`src/rtl/qs_q_pkg.sv`:
```
// Q-channel controller shared types: FSM state encoding and per-state output decode.
// Latency: n/a (types, constants and a pure function only).
// Backpressure: n/a.
package qs_q_pkg;

    typedef enum logic [2:0] {
        Q_RUN      = 3'd0,
        Q_REQUEST  = 3'd1,
        Q_STOPPED  = 3'd2,
        Q_EXIT     = 3'd3,
        Q_CONTINUE = 3'd4
    } qstate_t;

    // Output bundle driven towards the device, registered alongside the state.
    typedef struct packed {
        logic qreqn;
        logic clk_en;
        logic stopped;
    } qout_t;

    localparam qout_t QOUT_RUN      = '{qreqn: 1'b1, clk_en: 1'b1, stopped: 1'b0};
    localparam qout_t QOUT_REQUEST  = '{qreqn: 1'b0, clk_en: 1'b1, stopped: 1'b0};
    localparam qout_t QOUT_STOPPED  = '{qreqn: 1'b0, clk_en: 1'b0, stopped: 1'b1};
    localparam qout_t QOUT_EXIT     = '{qreqn: 1'b1, clk_en: 1'b1, stopped: 1'b0};
    localparam qout_t QOUT_CONTINUE = '{qreqn: 1'b1, clk_en: 1'b1, stopped: 1'b0};

    function automatic qout_t qout_decode(input qstate_t st);
        qout_t o;
        case (st)
            Q_REQUEST:  o = QOUT_REQUEST;
            Q_STOPPED:  o = QOUT_STOPPED;
            Q_EXIT:     o = QOUT_EXIT;
            Q_CONTINUE: o = QOUT_CONTINUE;
            default:    o = QOUT_RUN;
        endcase
        return o;
    endfunction

endpackage

```
`src/rtl/qs_idle_timer.sv`:
```
// Saturating count of consecutive idle cycles; flags the IDLE_CYCLES-th one.
// Latency: expire is combinational from idle and the registered count (same cycle).
// Backpressure: none; clear or any busy cycle restarts the run from zero.
//
// Ports: clk, reset (sync, active-high), clear (force count to 0),
//        idle (current cycle is idle), expire (this is the IDLE_CYCLES-th idle cycle).
module qs_idle_timer
    import qs_q_pkg::*;
#(
    parameter int IDLE_CYCLES = 8,
    parameter int CNT_W       = $clog2(IDLE_CYCLES + 1)
) (
    input  logic clk,
    input  logic reset,
    input  logic clear,
    input  logic idle,
    output logic expire
);

    localparam logic [CNT_W-1:0] CNT_LAST = CNT_W'(IDLE_CYCLES - 1);
    localparam logic [CNT_W-1:0] CNT_SAT  = CNT_W'(IDLE_CYCLES);

    logic [CNT_W-1:0] cnt;

    always_ff @(posedge clk) begin
        if (reset || clear || !idle) begin
            cnt <= '0;
        end else if (cnt != CNT_SAT) begin
            cnt <= cnt + 1'b1;
        end
    end

    // The count holds the number of idle cycles already completed, so the
    // current idle cycle is the IDLE_CYCLES-th when the count is one short.
    assign expire = idle && (cnt == CNT_LAST);

endmodule

```
`src/rtl/qs_q_ctrl.sv`:
```
// Q-channel initiator: requests quiescence after an idle run, gates the device clock while stopped.
// Latency: one cycle from any sampled qactive/qacceptn/qdeny to the outputs (all registered).
// Backpressure: a request is held until the device accepts or denies; no withdrawal.
//
// Ports: clk, reset (sync, active-high); device side qactive_i, qacceptn_i (active-low),
//        qdeny_i; outputs qreqn_o (active-low request), clk_en_o, stopped_o, state_o (qstate_t).
module qs_q_ctrl
    import qs_q_pkg::*;
#(
    parameter int IDLE_CYCLES = 8,
    parameter int CNT_W       = $clog2(IDLE_CYCLES + 1)
) (
    input  logic       clk,
    input  logic       reset,
    input  logic       qactive_i,
    input  logic       qacceptn_i,
    input  logic       qdeny_i,
    output logic       qreqn_o,
    output logic       clk_en_o,
    output logic       stopped_o,
    output logic [2:0] state_o
);

    qstate_t state_q;
    qstate_t state_nxt;
    qout_t   out_q;
    logic    idle_expire;

    // Counting only happens in RUN; holding the timer clear elsewhere means
    // every return to RUN starts a fresh idle run from zero.
    qs_idle_timer #(
        .IDLE_CYCLES (IDLE_CYCLES),
        .CNT_W       (CNT_W)
    ) u_idle_timer (
        .clk    (clk),
        .reset  (reset),
        .clear  (state_q != Q_RUN),
        .idle   (!qactive_i),
        .expire (idle_expire)
    );

    always_comb begin
        state_nxt = state_q;
        case (state_q)
            Q_RUN: begin
                if (idle_expire) state_nxt = Q_REQUEST;
            end
            Q_REQUEST: begin
                // Accept takes priority over a simultaneous deny.
                if (!qacceptn_i)   state_nxt = Q_STOPPED;
                else if (qdeny_i)  state_nxt = Q_CONTINUE;
            end
            Q_STOPPED: begin
                // qacceptn rising here is a device fault; only new work wakes us.
                if (qactive_i) state_nxt = Q_EXIT;
            end
            Q_EXIT: begin
                if (qacceptn_i) state_nxt = Q_RUN;
            end
            Q_CONTINUE: begin
                if (!qdeny_i) state_nxt = Q_RUN;
            end
            default: state_nxt = Q_RUN;
        endcase
    end

    // Outputs are registered from the next state so they line up with state_q
    // and carry no combinational path from the device inputs.
    always_ff @(posedge clk) begin
        if (reset) begin
            state_q <= Q_RUN;
            out_q   <= QOUT_RUN;
        end else begin
            state_q <= state_nxt;
            out_q   <= qout_decode(state_nxt);
        end
    end

    assign qreqn_o   = out_q.qreqn;
    assign clk_en_o  = out_q.clk_en;
    assign stopped_o = out_q.stopped;
    assign state_o   = state_q;

endmodule

```
`config.mk`:
```
export PLATFORM = sky130hd
export DESIGN_NAME = qs_q_ctrl
export DESIGN_NICKNAME = d
export VERILOG_FILES = /design/src/rtl/qs_q_pkg.sv /design/src/rtl/qs_idle_timer.sv /design/src/rtl/qs_q_ctrl.sv
export SDC_FILE = /design/constraint.sdc
export NUM_CORES = 1
export LEC_CHECK = 0
export CORE_AREA = 2 2 39 41
export CTS_CLUSTER_DIAMETER = 100
export DETAILED_ROUTE_END_ITERATION = 10
export DIE_AREA = 0 0 41 43
export PLACE_DENSITY = 0.76
export SLEW_MARGIN = 20
export SYNTH_ARGS = -nofsm -noshare
export SYNTH_HDL_FRONTEND = slang
export SYNTH_SLANG_ARGS = --single-unit
```
`constraint.sdc`:
```
create_clock -name clk -period 2.9 [get_ports clk]
set_input_delay 0.435 -clock clk [delete_from_list [all_inputs] [get_ports clk]]
set_output_delay 0.435 -clock clk [all_outputs]
set_load 0.02 [all_outputs]
```
==> Implementation_results.wiki, run 1 <==
{| class="wikitable"
! Metric !! Value
|-
| Height of the chip || 43 um
|-
| Highest clock rate || between 500 and 600 MHz
|-
| Detailed-route wire length || between 800 and 900 um
|-
| Count of buffering cells on the critical path with inverters included || 1
|-
| EDFF count, synth || 0
|-
| Effective utilization at floorplan || 37.43%
|-
| Maximum number of pins on one net before global-route repair || 13
|-
| Synth-to-layout area growth || 23.91%
|-
| Top area cells in the synthesized netlist || dfxtp_1 39%, ha_1 4.8%, nand2b_1 4.8%
|-
| Hpwl dp || roughly 660 um
|-
| Via density per instance || between 4 and 5
|-
| Ys async rst share || 0%
|-
| Relative max-transition margin || roughly 73%
|-
| Slew Limit Fails || 0
|-
| Average instance area after synthesis || between 8 and 9 um2
|-
| Family of cells with the greatest summed delay on the critical path || buffers and inverters
|-
| Delay contributed by the slowest stage of the critical path || ~690 ps
|-
| Syn Inst Count || 58
|-
| Unrepaired setup endpoints after global routing || no
|-
| Launch point of the worst path || state_o[0]
|-
| Critical Setup Path Class || reg -> out
|-
| Worst reg2reg startpoint || u_idle_timer.cnt[0]
|-
| Residual DRC || 0
|-
| Count of hold-fix buffers inserted at cts || 0
|-
| Transition time at the pin with the least slew margin || between 300 and 400 ps
|-
| Post-layout net count || 78
|-
| Post-synthesis instance area || a little over 500 um2
|-
| Number of top-level design ports || 11
|-
| Cell at the slowest stage of the critical path || clkdlybuf4s50_1
|-
| Number of clock buffers inserted by TritonCTS || 3
|-
| Initial antenna violation count || 0
|-
| Final worst path period share || 67.04%
|-
| Finished Cell Area || 641.9 um2
|-
| Most common cell in the synthesized netlist || dfxtp_1
|-
| Final antenna diode count || 0
|-
| H-tree depth || 1
|-
| GP Congestion || 0.7484
|-
| Count of vias placed by the detailed router || 420
|-
| Hold path startpoint || u_idle_timer.cnt[2]
|-
| Post-CTS setup buffer count || 0
|-
| Nets in the synthesized netlist || 65
|-
| Sequential cell area || approximately 200 um2
|-
| Worst hold-check slack || roughly 540 ps
|-
| CTS Sinks || 10
|-
| Most numerous cell types in the synthesized netlist || 10 x dfxtp_1, 6 x nor2_1, 5 x nand2_1
|-
| Status || finished, final reports clean
|-
| FILL cells || around 130
|-
| Multi-input combinational cell area || roughly 290 um2
|-
| Clock buffer depth || 2
|-
| Leak pwr || between 0.2 and 0.25 nW
|-
| Minimum clock period || ~2000 ps
|-
| Post-synth cell types || 30
|-
| Area of the core region || approximately 0.0014 mm2
|-
| Detail-routed net length per standard cell || slightly above 10 um
|-
| Power per Cell Area || around 390 mW/mm2
|-
| Clock tree from TritonCTS || done
|-
| Main synth FF type || dfxtp_1
|-
| Count of standard-cell rows || 14
|-
| First DRT Iteration DRCs || 4
|-
| Post-place instance area || between 600 and 700 um2
|-
| Die Width || 41 um
|-
| Largest fanout of any net on the critical path || 12
|-
| Resize count post-CTS || 0
|-
| Number of flip-flops and latches in the synthesized netlist || 10
|-
| Largest area contributor in the netlist || dfxtp_1
|-
| Maximum vdd drop || 0.0002416 V
|-
| Maxcap violations || 0
|-
| Number of endpoints with negative hold slack in the final report || 0
|-
| Ratio of cells with drive above 1 in the final layout || roughly 14%
|-
| Full die area || 0.001763 mm2
|-
| Total global routing overflow || 0
|-
| Crit path DAT || between 1500 and 2000 ps
|-
| Req. time, crit path || roughly 2500 ps
|-
| Kind of capture point of the worst setup path || output port
|-
| Sequential-to-total area share from yosys stat || about two fifths
|-
| Startpoint kind of the worst setup timing path || flip-flop
|-
| Iteration count of the initial detailed-routing pass || 4
|-
| CTS root buffer || clkbuf_4
|-
| Count of input and output buffers || 10
|-
| Warnings, synthesis || 0
|-
| Setup violations, final || 0
|-
| Global-route wire length before repair || around 1500 um
|-
| Clock latency reported for the late side of the worst-skew pair || between 200 and 300 ps
|-
| Clock input transition at the sequential cells of the worst setup and hold paths || ~60 ps
|-
| Post-detailed-route count of antenna-violating nets || 0
|-
| Vias in the first global route || about 370
|-
| Area share of the leading cell type in the synthesized netlist || between 30% and 40%
|-
| Power consumption || roughly 0.00025 W
|-
| Total Neg Setup Slack || 0 ps
|-
| Total GRT Usage || 12.68%
|-
| CP Cell Sequence || clkdlybuf4s50_1
|-
| Worst-case clock skew || approximately 0.27 ps
|-
| Class of the tightest hold or removal check || reg -> reg
|}
registers in the layout, indices dropped and copies added, names as in the netlist:
name              flops
u_idle_timer.cnt      4
state_o               3
clk_en_o              1
qreqn_o               1
stopped_o             1
routing by layer:
metal / vias to the layer above / part of all wire [%] / GRT usage, %
li1: 219 / - / -
met1: 186 / 48 / 17.48
met2: 13 / 44 / 15.31
met3: 2 / 5.6 / 5.759
met4: 0 / 1.9 / 8.000
met5: - / 0 / 0
report_power, final:
| group | switching, W | leakage, nW | internal, W | total, W |
|---|---|---|---|---|
| registers | 0.00000176 | 0.0809 | 0.000139 | 0.000141 |
| clock network | 0.0000439 | 0.0138 | 0.0000478 | 0.0000917 |
| logic | 0.00000922 | 0.138 | 0.0000103 | 0.0000195 |
| total | 0.0000549 | 0.233 | 0.000197 | 0.000252 |
area by class of cell:
type                       instances  area share (%)
timing repair buffer              10           15.59
inverter                           2           1.170
clock buffer                       3           3.509
tap                               16           3.119
sequential                        10           31.19
multi-input combinational         44           45.42
metrics by stage:
step           std cells  utilization (%)  setup slack (ps)
6_report              85            46.38             955.8
5_1_grt               85            46.38             855.2
4_1_cts               85            46.38             940.6
3_5_place_dp          82            44.76              1177
3_3_place_gp          82            44.76              1193
2_1_floorplan         58                -              1641
logic make-up (layout without fill, tap and decap cells):
| family | Yosys count | count (layout) | share of synthesized area, % |
|---|---|---|---|
| AOI/OAI and AO/OA | 11 | 11 | 14.49 |
| muxes | 2 | 2 | 4.106 |
| buffers and inverters | 4 | 15 | 5.073 |
| xor gates and xnor gates | 2 | 2 | 3.382 |
| adders and majority gates | 2 | 2 | 4.830 |
| DFF | 10 | 10 | 38.65 |
| and+or+nand+nor | 27 | 27 | 29.47 |
path summary, 6_finish.rpt:
kind	to	slack, ps	depth (start not counted)
hold / removal	u_idle_timer.cnt[2]	540	2
setup reg to reg	qreqn_o	1570	5
setup / recovery	state_o[0]	960	1
hold reg to reg	u_idle_timer.cnt[2]	540	2
placed cells by master, fill, tap and decap left out:
| master | Yosys | routed |
|---|---|---|
| nand2b_1 | 4 | 4 |
| and2_1 | 1 | 1 |
| and3_1 | 1 | 1 |
| nor3b_2 | 1 | 1 |
| nand2_1 | 5 | 5 |
| o211ai_2 | 1 | 1 |
| inv_1 | 2 | 2 |
| or2_1 | 1 | 1 |
| o41ai_1 | 1 | 1 |
| o2bb2ai_1 | 1 | 1 |
| nand3b_1 | 1 | 1 |
| nor2_1 | 6 | 6 |
| clkdlybuf4s50_1 | 0 | 10 |
| mux2_2 | 1 | 1 |
| o21ai_0 | 1 | 1 |
| clkbuf_4 | 0 | 3 |
| dfxtp_1 | 10 | 10 |
| o21ai_2 | 1 | 1 |
| xor2_1 | 1 | 1 |
| or3b_1 | 1 | 1 |
| xnor2_1 | 1 | 1 |
| a21oi_1 | 4 | 4 |
| o21ai_1 | 1 | 1 |
| nand2_2 | 2 | 2 |
| o22ai_1 | 1 | 1 |
| nor2b_1 | 1 | 1 |
| ha_1 | 2 | 2 |
| nor3_2 | 1 | 1 |
| nand3_1 | 2 | 2 |
| mux2i_1 | 1 | 1 |
(Power assumes the default switching activity.)
==> run 2, diff against run 1 <==
==> constraint.sdc (replaced) <==
create_clock -name clk -period 1.86 [get_ports clk]
set_input_delay 0.279 -clock clk [delete_from_list [all_inputs] [get_ports clk]]
set_output_delay 0.279 -clock clk [all_outputs]
set_load 0.02 [all_outputs]
==> run 2 against run 1 <==
Against the previous run:
- critical path depth unchanged
- total power rose by 53%
- first-iteration DRC count down 25%
- clock power rose by 49%
- register-to-register slack got worse by 1000 ps
- largest cell class unchanged
- combinational power increased by 55%
- critical endpoint is now state_o[2]
- flip-flop and latch count is the same
- sequential share of layout area down 0.71 points
- utilization is 1.1 points higher
- global-route usage shrank 0.70 points
- sequential power rose by 55%
- final cell count grew 2.4%
==> Implementation_results.wiki, run 2 (synthesis gave the netlist of run 1 again) <==
{| class="wikitable"
! Metric !! Value
|-
| Total GRT Usage || between 10% and 20%
|-
| Ratio of cells with drive above 1 in the final layout || between 10% and 20%
|-
| Area of the core region || ~0.0014 mm2
|-
| Minimum clock period || approximately 1500 ps
|-
| Number of clock buffers inserted by TritonCTS || 3
|-
| Residual DRC || 0
|-
| Maxcap violations || 0
|-
| Flip-flop count of the largest register, all copies and words added || 4
|-
| Clock input transition at the sequential cells of the worst setup and hold paths || about 60 ps
|-
| Worst Hold Endpoint || u_idle_timer.cnt[2]
|-
| Startpoint kind of the worst setup timing path || flip-flop
|-
| R2r setup slk || ~530 ps
|-
| FILL cells || 131
|-
| Unrepaired setup endpoints after global routing || no
|-
| Slew Limit Fails || 0
|-
| Global-route wire length before repair || between 1000 and 1500 um
|-
| Synth-to-layout area growth || 26.81%
|-
| Post-place instance area || around 630 um2
|-
| Critical Setup Path Class || reg -> out
|-
| Kind of capture point of the worst setup path || output port
|-
| Leading cell types in the layout, fill and taps excluded || 10 x dfxtp_1, 10 x clkdlybuf4s50_1, 6 x nor2_1
|-
| Resize count post-CTS || 0
|-
| CTS root buffer || clkbuf_4
|-
| Transition time at the pin with the least slew margin || between 300 and 400 ps
|-
| Status || finished, final reports clean
|-
| Count of vias placed by the detailed router || around 430
|-
| Worst hold-check slack || about 530 ps
|-
| Power per Cell Area || 588.3 mW/mm2
|-
| Detailed-route wire length || 862 um
|-
| Number of endpoints with negative hold slack in the final report || 0
|-
| Setup violations, final || 0
|-
| Total global routing overflow || 0
|-
| GP Congestion || roughly 0.7
|-
| Maximum vdd drop || about 0.00037 V
|-
| Count of input and output buffers || 10
|-
| Delay contributed by the slowest stage of the critical path || roughly 620 ps
|-
| Crit path DAT || ~1200 ps
|-
| Cell at the slowest stage of the critical path || clkdlybuf4s50_1
|-
| Initial antenna violation count || 0
|-
| Highest clock rate || between 600 and 700 MHz
|-
| Register ranked first by flip-flop count || u_idle_timer.cnt
|-
| Finished Cell Area || around 660 um2
|-
| Post-CTS setup buffer count || 0
|-
| CTS Sinks || 10
|-
| Class of the tightest hold or removal check || reg -> reg
|-
| Detail-routed net length per standard cell || between 9 and 10 um
|-
| Clock buffer depth || 2
|-
| Final antenna diode count || 0
|-
| Req. time, crit path || 1580 ps
|-
| Family of cells with the greatest summed delay on the critical path || buffers and inverters
|-
| Hpwl dp || ~660 um
|-
| Vias in the first global route || ~370
|-
| Iteration count of the initial detailed-routing pass || 4
|-
| Number of top-level design ports || 11
|-
| Total Neg Setup Slack || 0 ps
|-
| Post-layout net count || 80
|-
| Die Width || 41 um
|-
| Count of standard-cell rows || 14
|-
| Count of hold-fix buffers inserted at cts || 0
|-
| Instance count along the most critical hold path || 2
|-
| Leak pwr || approximately 0.24 nW
|-
| H-tree depth || 1
|-
| Via density per instance || 4.954
|-
| CP Cell Sequence || clkdlybuf4s50_1
|-
| Worst reg2reg startpoint || u_idle_timer.cnt[0]
|-
| Reg-to-reg endpoint || qreqn_o
|-
| Relative max-transition margin || about three quarters
|-
| Final worst path period share || roughly 80%
|-
| Maximum number of pins on one net before global-route repair || 12
|-
| Clock tree from TritonCTS || done
|-
| Full die area || ~0.0018 mm2
|-
| Largest fanout of any net on the critical path || 3
|-
| First DRT Iteration DRCs || 3
|-
| Hold path startpoint || u_idle_timer.cnt[2]
|-
| Count of buffering cells on the critical path with inverters included || 1
|-
| Height of the chip || 43 um
|-
| Effective utilization at floorplan || about 37%
|-
| Post-detailed-route count of antenna-violating nets || 0
|-
| Clock latency reported for the late side of the worst-skew pair || ~260 ps
|-
| Worst-case clock skew || about 3.0 ps
|-
| Depth of the worst register-to-register path || 5
|}
-- run 2: cell count changes in the layout (fill, tap and decap cells not counted) --
cell   delta
buf_4     +2
-- run 2: layout make-up --
type / instances / area (um2) / share of cell area (%)
sequential: 10 / 200.2 / 30.48
tap: 16 / 20.02 / 3.048
multi-input combinational: 44 / 291.5 / 44.38
inverter: 2 / 7.507 / 1.143
clock buffer: 3 / 22.52 / 3.429
timing repair buffer: 12 / 115.1 / 17.52
-- run 2: where the power goes --
group,switching [W],internal [W],leakage [nW]
logic,0.0000143,0.0000160,0.149
registers,0.00000262,0.000217,0.0809
clock network,0.0000627,0.0000741,0.0138
total,0.0000796,0.000307,0.244
-- run 2: worst max path at each step --
stage / startpoint / endpoint / slack [ps] / depth (start not counted)
final: state_o[2] / state_o[2] / 350 / 1
after global routing: state_o[2] / state_o[2] / 310 / 1
after CTS: state_o[2] / state_o[2] / 340 / 1
after detailed placement: qactive_i / qreqn_o / 280 / 5
after global placement: qactive_i / qreqn_o / 310 / 5
after floorplan: u_idle_timer.cnt[0] / qreqn_o / 600 / 5
-- run 2: per-stage QoR --
| step | instances | utilization (%) | setup slack [ps] | power [W] |
|---|---|---|---|---|
| floorplan | 58 | - | 601.4 | 0.0002394 |
| global placement | 84 | 45.84 | 310.7 | 0.0002537 |
| finish | 87 | 47.47 | 350.2 | 0.0003864 |
| detailed placement | 84 | 45.84 | 284.6 | 0.0002544 |
| global route | 87 | 47.47 | 308.5 | 0.0004070 |
| CTS | 87 | 47.47 | 339.1 | 0.0003935 |
-- run 2: worst reg2reg max path, delay by kind of cell (launching register included) --
kind	cells	cell delay, ps
adders and majority gates	1	220
and+or+nand+nor	2	460
DFF	1	380
AOI/OAI and AO/OA	2	150
-- run 2: metal layers --
layer	track usage, %	share of wire, %	vias to the layer above
li1	-	-	228
met1	14.56	48	188
met2	15.63	44	13
met3	6.283	5.7	2
met4	8.000	2.2	0
met5	0	0	-
